==> config.mk <==
export PLATFORM = sky130hd
export DESIGN_NAME = fork_ctrl_lanes
export DESIGN_NICKNAME = d
export VERILOG_FILES = /design/src/rtl/fork_ctrl_lanes.sv
export SDC_FILE = /design/constraint.sdc
export NUM_CORES = 1
export LEC_CHECK = 0
export CORE_MARGIN = 5
export CORE_UTILIZATION = 45
export CTS_CLUSTER_SIZE = 40
export DETAILED_ROUTE_END_ITERATION = 7
export GPL_ROUTABILITY_DRIVEN = 1
export PLACE_DENSITY_LB_ADDON = 0.1
export SLEW_MARGIN = 15
export SYNTH_ARGS = -nofsm -noshare
export SYNTH_HDL_FRONTEND = slang
export SYNTH_SLANG_ARGS = --single-unit
==> constraint.sdc <==
create_clock -name clk -period 2.4 [get_ports clk]
set_clock_uncertainty 0.2 [all_clocks]
set_input_delay 0.36 -clock clk [delete_from_list [all_inputs] [get_ports clk]]
set_output_delay 0.36 -clock clk [all_outputs]
set_load 0.02 [all_outputs]
==> src/rtl/fork_ctrl_lanes.sv <==
// fork_ctrl_lanes
// Fork/join controller: on an accepted start it launches up to N_LANES
// timed worker lanes, counts each lane down from its own delay, reports a
// per-lane status and resolves the join according to the latched policy
// (join all, join_any with kill of the losers, or join_none/detach).
//
// Ports
//   clk          rising-edge clock
//   rst_n        asynchronous active-low reset
//   start        launch request, only honoured while busy=0
//   join_mode    0=join, 1=join_any, 2=join_none, 3=join (latched on start)
//   lane_en      lanes to launch (latched on start)
//   delay_i      per-lane delay, lane i at [i*CNT_W +: CNT_W] (latched on start)
//   kill_all     kill every RUNNING lane on the next edge
//   busy         a lane is RUNNING or the join is still pending
//   done         one-cycle pulse when the join condition is met
//   winner       lowest-index finishing lane of a join_any
//   winner_vld   winner is meaningful; held until the next accepted start
//   lane_fire    per-lane one-cycle pulse when that lane finishes
//   lane_status  2 bits per lane: 0=IDLE, 1=RUNNING, 2=FINISHED, 3=KILLED
module fork_ctrl_lanes #(
   parameter int N_LANES = 3,
   parameter int CNT_W   = 8
) (
   input  logic                       clk,
   input  logic                       rst_n,
   input  logic                       start,
   input  logic [1:0]                 join_mode,
   input  logic [N_LANES-1:0]         lane_en,
   input  logic [N_LANES*CNT_W-1:0]   delay_i,
   input  logic                       kill_all,
   output logic                       busy,
   output logic                       done,
   output logic [2:0]                 winner,
   output logic                       winner_vld,
   output logic [N_LANES-1:0]         lane_fire,
   output logic [2*N_LANES-1:0]       lane_status
);

   typedef enum logic [1:0] {
      ST_IDLE   = 2'd0,
      ST_RUN    = 2'd1,
      ST_DETACH = 2'd2
   } state_t;

   typedef enum logic [1:0] {
      M_ALL  = 2'd0,
      M_ANY  = 2'd1,
      M_NONE = 2'd2
   } mode_t;

   localparam logic [1:0] LS_IDLE = 2'd0;
   localparam logic [1:0] LS_RUN  = 2'd1;
   localparam logic [1:0] LS_FIN  = 2'd2;
   localparam logic [1:0] LS_KILL = 2'd3;

   state_t                     state_q, state_d;
   mode_t                      mode_q, mode_d;
   logic [2*N_LANES-1:0]       lane_status_q, lane_status_d;
   logic [N_LANES*CNT_W-1:0]   cnt_q, cnt_d;
   logic [N_LANES-1:0]         lane_fire_q, lane_fire_d;
   logic                       done_q, done_d;
   logic                       busy_q, busy_d;
   logic                       winner_vld_q, winner_vld_d;
   logic [2:0]                 winner_q, winner_d;

   logic [N_LANES-1:0]         fire_s;
   logic [N_LANES-1:0]         running_s;
   logic                       kill_s;

   // Mode 3 is an alias of the plain join.
   function automatic mode_t decode_mode(input logic [1:0] m);
      mode_t r;
      case (m)
         2'd1:    r = M_ANY;
         2'd2:    r = M_NONE;
         default: r = M_ALL;
      endcase
      return r;
   endfunction

   // Lowest set bit wins; scanning from the top lets lower lanes overwrite.
   function automatic logic [2:0] lowest_set(input logic [N_LANES-1:0] v);
      logic [2:0] idx;
      idx = 3'd0;
      for (int i = N_LANES-1; i >= 0; i--) begin
         idx = v[i] ? 3'(i) : idx;
      end
      return idx;
   endfunction

   // Next-state: accept, lane countdown, join resolution and kill handling.
   always_comb begin
      state_d       = state_q;
      mode_d        = mode_q;
      lane_status_d = lane_status_q;
      cnt_d         = cnt_q;
      lane_fire_d   = {N_LANES{1'b0}};
      done_d        = 1'b0;
      winner_d      = winner_q;
      winner_vld_d  = winner_vld_q;
      fire_s        = {N_LANES{1'b0}};
      running_s     = {N_LANES{1'b0}};
      kill_s        = 1'b0;

      if (state_q == ST_IDLE) begin
         if (start) begin
            state_d      = ST_RUN;
            mode_d       = decode_mode(join_mode);
            winner_d     = 3'd0;
            winner_vld_d = 1'b0;
            for (int i = 0; i < N_LANES; i++) begin
               if (lane_en[i]) begin
                  lane_status_d[2*i +: 2]  = LS_RUN;
                  cnt_d[i*CNT_W +: CNT_W]  = delay_i[i*CNT_W +: CNT_W];
               end else begin
                  lane_status_d[2*i +: 2]  = LS_IDLE;
                  cnt_d[i*CNT_W +: CNT_W]  = {CNT_W{1'b0}};
               end
            end
         end else begin
            state_d = ST_IDLE;
         end
      end else begin
         for (int i = 0; i < N_LANES; i++) begin
            fire_s[i] = (lane_status_q[2*i +: 2] == LS_RUN) &&
                        (cnt_q[i*CNT_W +: CNT_W] == {CNT_W{1'b0}});
         end

         // A join_any winner kills the remaining lanes on the same edge.
         kill_s = kill_all ||
                  ((state_q == ST_RUN) && (mode_q == M_ANY) && (|fire_s));

         // Finishing beats killing; killed lanes freeze their counter.
         for (int i = 0; i < N_LANES; i++) begin
            if (fire_s[i]) begin
               lane_status_d[2*i +: 2] = LS_FIN;
            end else if (lane_status_q[2*i +: 2] == LS_RUN) begin
               if (kill_s) begin
                  lane_status_d[2*i +: 2] = LS_KILL;
               end else begin
                  cnt_d[i*CNT_W +: CNT_W] = cnt_q[i*CNT_W +: CNT_W] - CNT_W'(1);
               end
            end else begin
               lane_status_d[2*i +: 2] = lane_status_q[2*i +: 2];
            end
         end

         for (int i = 0; i < N_LANES; i++) begin
            running_s[i] = (lane_status_d[2*i +: 2] == LS_RUN);
         end

         lane_fire_d = fire_s;

         if ((state_q == ST_RUN) && (mode_q == M_ANY) && (|fire_s)) begin
            winner_d     = lowest_set(fire_s);
            winner_vld_d = 1'b1;
         end else begin
            winner_d     = winner_q;
            winner_vld_d = winner_vld_q;
         end

         case (state_q)
            ST_RUN: begin
               if (mode_q == M_NONE) begin
                  done_d  = 1'b1;
                  state_d = (|running_s) ? ST_DETACH : ST_IDLE;
               end else if (!(|running_s)) begin
                  done_d  = 1'b1;
                  state_d = ST_IDLE;
               end else begin
                  state_d = ST_RUN;
               end
            end
            ST_DETACH: begin
               state_d = (|running_s) ? ST_DETACH : ST_IDLE;
            end
            default: begin
               state_d = ST_IDLE;
            end
         endcase
      end

      busy_d = (state_d != ST_IDLE);
   end

   // State, lane and output registers.
   always_ff @(posedge clk or negedge rst_n) begin
      if (!rst_n) begin
         state_q       <= ST_IDLE;
         mode_q        <= M_ALL;
         lane_status_q <= {(2*N_LANES){1'b0}};
         cnt_q         <= {(N_LANES*CNT_W){1'b0}};
         lane_fire_q   <= {N_LANES{1'b0}};
         done_q        <= 1'b0;
         busy_q        <= 1'b0;
         winner_q      <= 3'd0;
         winner_vld_q  <= 1'b0;
      end else begin
         state_q       <= state_d;
         mode_q        <= mode_d;
         lane_status_q <= lane_status_d;
         cnt_q         <= cnt_d;
         lane_fire_q   <= lane_fire_d;
         done_q        <= done_d;
         busy_q        <= busy_d;
         winner_q      <= winner_d;
         winner_vld_q  <= winner_vld_d;
      end
   end

   assign busy        = busy_q;
   assign done        = done_q;
   assign winner      = winner_q;
   assign winner_vld  = winner_vld_q;
   assign lane_fire   = lane_fire_q;
   assign lane_status = lane_status_q;

endmodule

==> results.md <==
- Status: finished, final reports clean
- Crit path depth: 8
- Class of the worst hold path: flop to flop
- FF-to-FF path depth: 8
- Final setup vio count: 0
- Simple-Gate Fraction of Synth Area: 0.210
- Pre-antenna DRT Iters: 4
- Post-synthesis compound-gate area fraction: 0.292
- XOR/XNOR share of the synthesized area: 0
- Post-synth top flop: dfrtp_1
- Min Tclk post-route: 2.37 ns
- Post-synth EDFFs: 0
- Clk sink count: 42
- Drt via density: 5.80
- DRC: 0
- Yosys warning count: 0
- Routed wire per std cell: ~17 um
- Detailed-route wire length: slightly below 8000 um
- Net Sw Frac: 0.417
- Peak supply drop: 0.438 mV
- Dpl hpwl: 5630 um
- DR iter-0 viols: 91
- Critical Path End Type: flop
- Input/output buffers: 46
- GR Util met3: 0.0348
- Num CTS Buffers: 5
- RR Endpoint: cnt_q[11]
- Avg Cell Area, Syn: 8.86 sq um
- Die Ht: 87.6 um
- Async S/R FF share, synth: 1.00
- Distinct cell type count after synthesis: 63
- WHS Endpoint: lane_status[1]
- Period utilization: 0.986
- Mapped Area: 2710 sq um
- Worst Path Arrival: 2.36 ns
- Number of global-route vias before repair: around 2600
- Layout Nets: 428
- Worst EP required: 2.39 ns
- Layout Utilization: 0.624
- Antenna-violating nets left: 0
- Share of the synthesized area in the top cell type: 0.388
- Reg-to-reg startpoint: cnt_q[0]
- Dpl ws: -0.0589 ns
- Initial antenna violation count: 0
- Clk pwr share: 0.161
- Crit-path max FO: 6
- FP Rows: 28
- Pwr Total: between 3000 and 4000 uW
- Worst reg-to-reg setup slack: ~0.035 ns
- Comb power frac: 0.499
- Finished Layout Cells: roughly 460
- Setup WS post-layout: between 0.03 and 0.04 ns
- Area grow syn2layout: 35.5%
- CTS max path bufs: 2
- Slowest cell on crit path: or4b_4
- GPL Wtd Cong: between 0.8 and 0.9
- Clk root buf: clkbuf_8
- Cell chain of the critical path: inv_2 > ha_4 > or4b_4 > or3_4 > nand4_4 > and2_2 > buf_4 > o22ai_1
- Hold slack final: 0.314 ns
- Final Hold Fails: 0
- Max Clock Freq: between 400 and 500 MHz
- Worst-Margin Slew: ~0.57 ns
- Worst-Skew Late Latency: 0.31 ns
- CTS tree: built
- Critical path class: flop to flop
- Max incr delay on CP: 0.45 ns
- Placed cells: 449
- Sequential power share: 0.340
- Leakage: 0.00155 uW
- CP startpoint kind: flop
- Met2 usage: 0.332
- Worst Hold Depth: 2
- Hold wc startpoint: lane_status[1]
- Htree depth: 2
- Net Count, Synth: 348
- Chip width: between 80 and 90 um
- Clock transition at path regs: 0.10 ns
- Fraction of layout cells with a size suffix above 1: 0.196
- Final max-slew violation count: 0
- Ant diodes: 0
- Ports: 48
- Via Count: 2679
- Int Power: 1820 uW
- Post-synthesis mux area share: 0.00739
- Initial Util: 0.460
- Full die area: 7670 sq um
- Max-Cap Viols: 0
- Post-Synthesis Cells: 306
- Overall routing resource usage: 0.207
- Synth top area cells: dfrtp_1 (39%), a21oi_1 (5.0%), ha_1 (4.2%), inv_1 (3.2%), nand2_1 (3.2%)
- Number of synthesized register bits: 42
- Met1 Use GR: 0.295
- Worst rel slew slack: 0.622
- Main combinational cell family by area after synthesis: compound AO/OA/AOI/OAI gates
- Dominant cell type by area after synthesis: dfrtp_1
- Busiest grt layer: met2
- First-pass GRT wire length: 12600 um
- Pwr per Cell Area: 850 nW/um^2
- GRT overflow: 0
- RSZ-0062 raised after global routing: yes
- Core footprint: 5890 sq um
- Buf/Inv on CP: 2
- Adder-cell share of the synthesized area: 0.0416
- CP top delay family: simple AND/OR/NAND/NOR gates
- Psw: 1300 uW
- Pin count of the biggest net entering global routing: 43
- Post-synthesis sequential area ratio: 0.388
==> worst register-to-register path: stages (launching register included) <==
cell,delay (ns)
dfrtp_1,0.39
inv_2,0.08
ha_4,0.13
or4b_4,0.45
or3_4,0.42
nand4_4,0.13
and2_2,0.23
buf_4,0.14
o22ai_1,0.09
==> worst max-delay path by stage <==
| stage | slack (ns) | to | startpoint |
|---|---|---|---|
| final | 0.03 | cnt_q[11] | cnt_q[0] |
| after global routing | -0.03 | cnt_q[11] | cnt_q[0] |
| after CTS | 0.007 | lane_status[3] | cnt_q[0] |
| after detailed placement | -0.06 | cnt_q[11] | cnt_q[0] |
| after global placement | -0.03 | cnt_q[13] | cnt_q[0] |
| after floorplan | 0.04 | cnt_q[8] | cnt_q[0] |
==> cell usage after synthesis, drive strengths merged (2+ instances only) <==
| library cell | n |
|---|---|
| a211oi | 2 |
| nand4 | 2 |
| a31o | 3 |
| a311oi | 2 |
| nor2b | 3 |
| a32oi | 5 |
| mux2i | 2 |
| a21o | 2 |
| nand2b | 3 |
| a22o | 5 |
| or4 | 5 |
| or3b | 2 |
| a2bb2oi | 3 |
| nor4 | 4 |
| nor2 | 21 |
| nor3b | 3 |
| o22ai | 8 |
| dfrtp | 42 |
| and2 | 4 |
| nand3 | 8 |
| and3 | 4 |
| o21a | 2 |
| ha | 9 |
| o31ai | 2 |
| buf | 7 |
| nand2 | 23 |
| o2bb2ai | 2 |
| clkbuf | 9 |
| a22oi | 4 |
| nor3 | 11 |
| a211o | 2 |
| o311ai | 4 |
| a31oi | 13 |
| or3 | 3 |
| inv | 23 |
| nand3b | 2 |
| a32o | 5 |
| o21ai | 13 |
| or2 | 2 |
| a21oi | 29 |
==> sequential cells by signal, summed over array words and instances, names as in the netlist, 2 cells and up <==
| register | flops |
|---|---|
| lane_status | 6 |
| lane_fire | 3 |
| winner | 2 |
| state_q | 2 |
| cnt_q | 24 |
| mode_q | 2 |
==> final cells by class <==
cell class | count | area, sq um
clock inverters | 3 | 23.8
inverters | 24 | 90.1
fillers | 539 | 2210
clock buffers | 5 | 68.8
multi-input cells | 224 | 1540
repair buffers | 89 | 801
flip-flops and latches | 42 | 1050
well taps | 75 | 93.8
==> power groups by stage <==
stage	clock [uW]	sequential (uW)	combinational (uW)
floorplan	0	1090	850
global placement	0	1070	1470
detailed placement	0	1070	1490
CTS	505	1060	1500
global route	531	1100	1690
finish	502	1060	1560
==> metal layers <==
metal / part of all wire / vias up
met5: 0 / -
met4: 0.0071 / 0
met3: 0.051 / 6
met2: 0.48 / 72
met1: 0.46 / 1294
li1: - / 1307
==> stage by stage <==
stage                     setup TNS, ns  instance area (sq um)
after floorplan                       0                   2710
after global placement           -0.101                   3480
after detailed placement         -0.497                   3480
after CTS                             0                   3610
after global routing             -0.300                   3670
final                                 0                   3670
==> cell families after synthesis <==
| group | Yosys count |
|---|---|
| simple gates | 101 |
| other cells | 1 |
| buf+inv | 40 |
| mux | 2 |
| flops | 42 |
| fa+ha+maj | 9 |
| compound gates | 111 |
==> placed cells by master (no fill, tap or decap), types with 4 or more instances in the layout <==
| cell type | netlist | layout |
|---|---|---|
| a32o_1 | 5 | 5 |
| a32oi_1 | 5 | 5 |
| a31oi_1 | 12 | 12 |
| a21oi_1 | 27 | 26 |
| clkbuf_8 | 0 | 5 |
| or4_1 | 5 | 5 |
| o22ai_1 | 8 | 8 |
| nor3_1 | 11 | 10 |
| buf_4 | 3 | 39 |
| inv_1 | 23 | 21 |
| nand3_1 | 7 | 7 |
| clkdlybuf4s50_1 | 0 | 45 |
| nor2_1 | 21 | 21 |
| nand2_1 | 23 | 22 |
| and3_1 | 4 | 4 |
| a22o_1 | 5 | 5 |
| dfrtp_1 | 42 | 42 |
| o21ai_0 | 9 | 9 |
| a22oi_1 | 4 | 4 |
| ha_1 | 9 | 8 |
==> repair_timing <==
| item | 4_1_cts | 5_1_grt |
|---|---|---|
| pin swaps | 2 | 3 |
| hold buffers | 1 | 0 |
| hold endpoints to repair | 42 | 0 |
| setup endpoints to repair | 15 | 27 |
| resized for setup | 2 | 11 |
| setup buffers | 1 | 3 |
No activity file was read; power rests on OpenSTA's default activity.
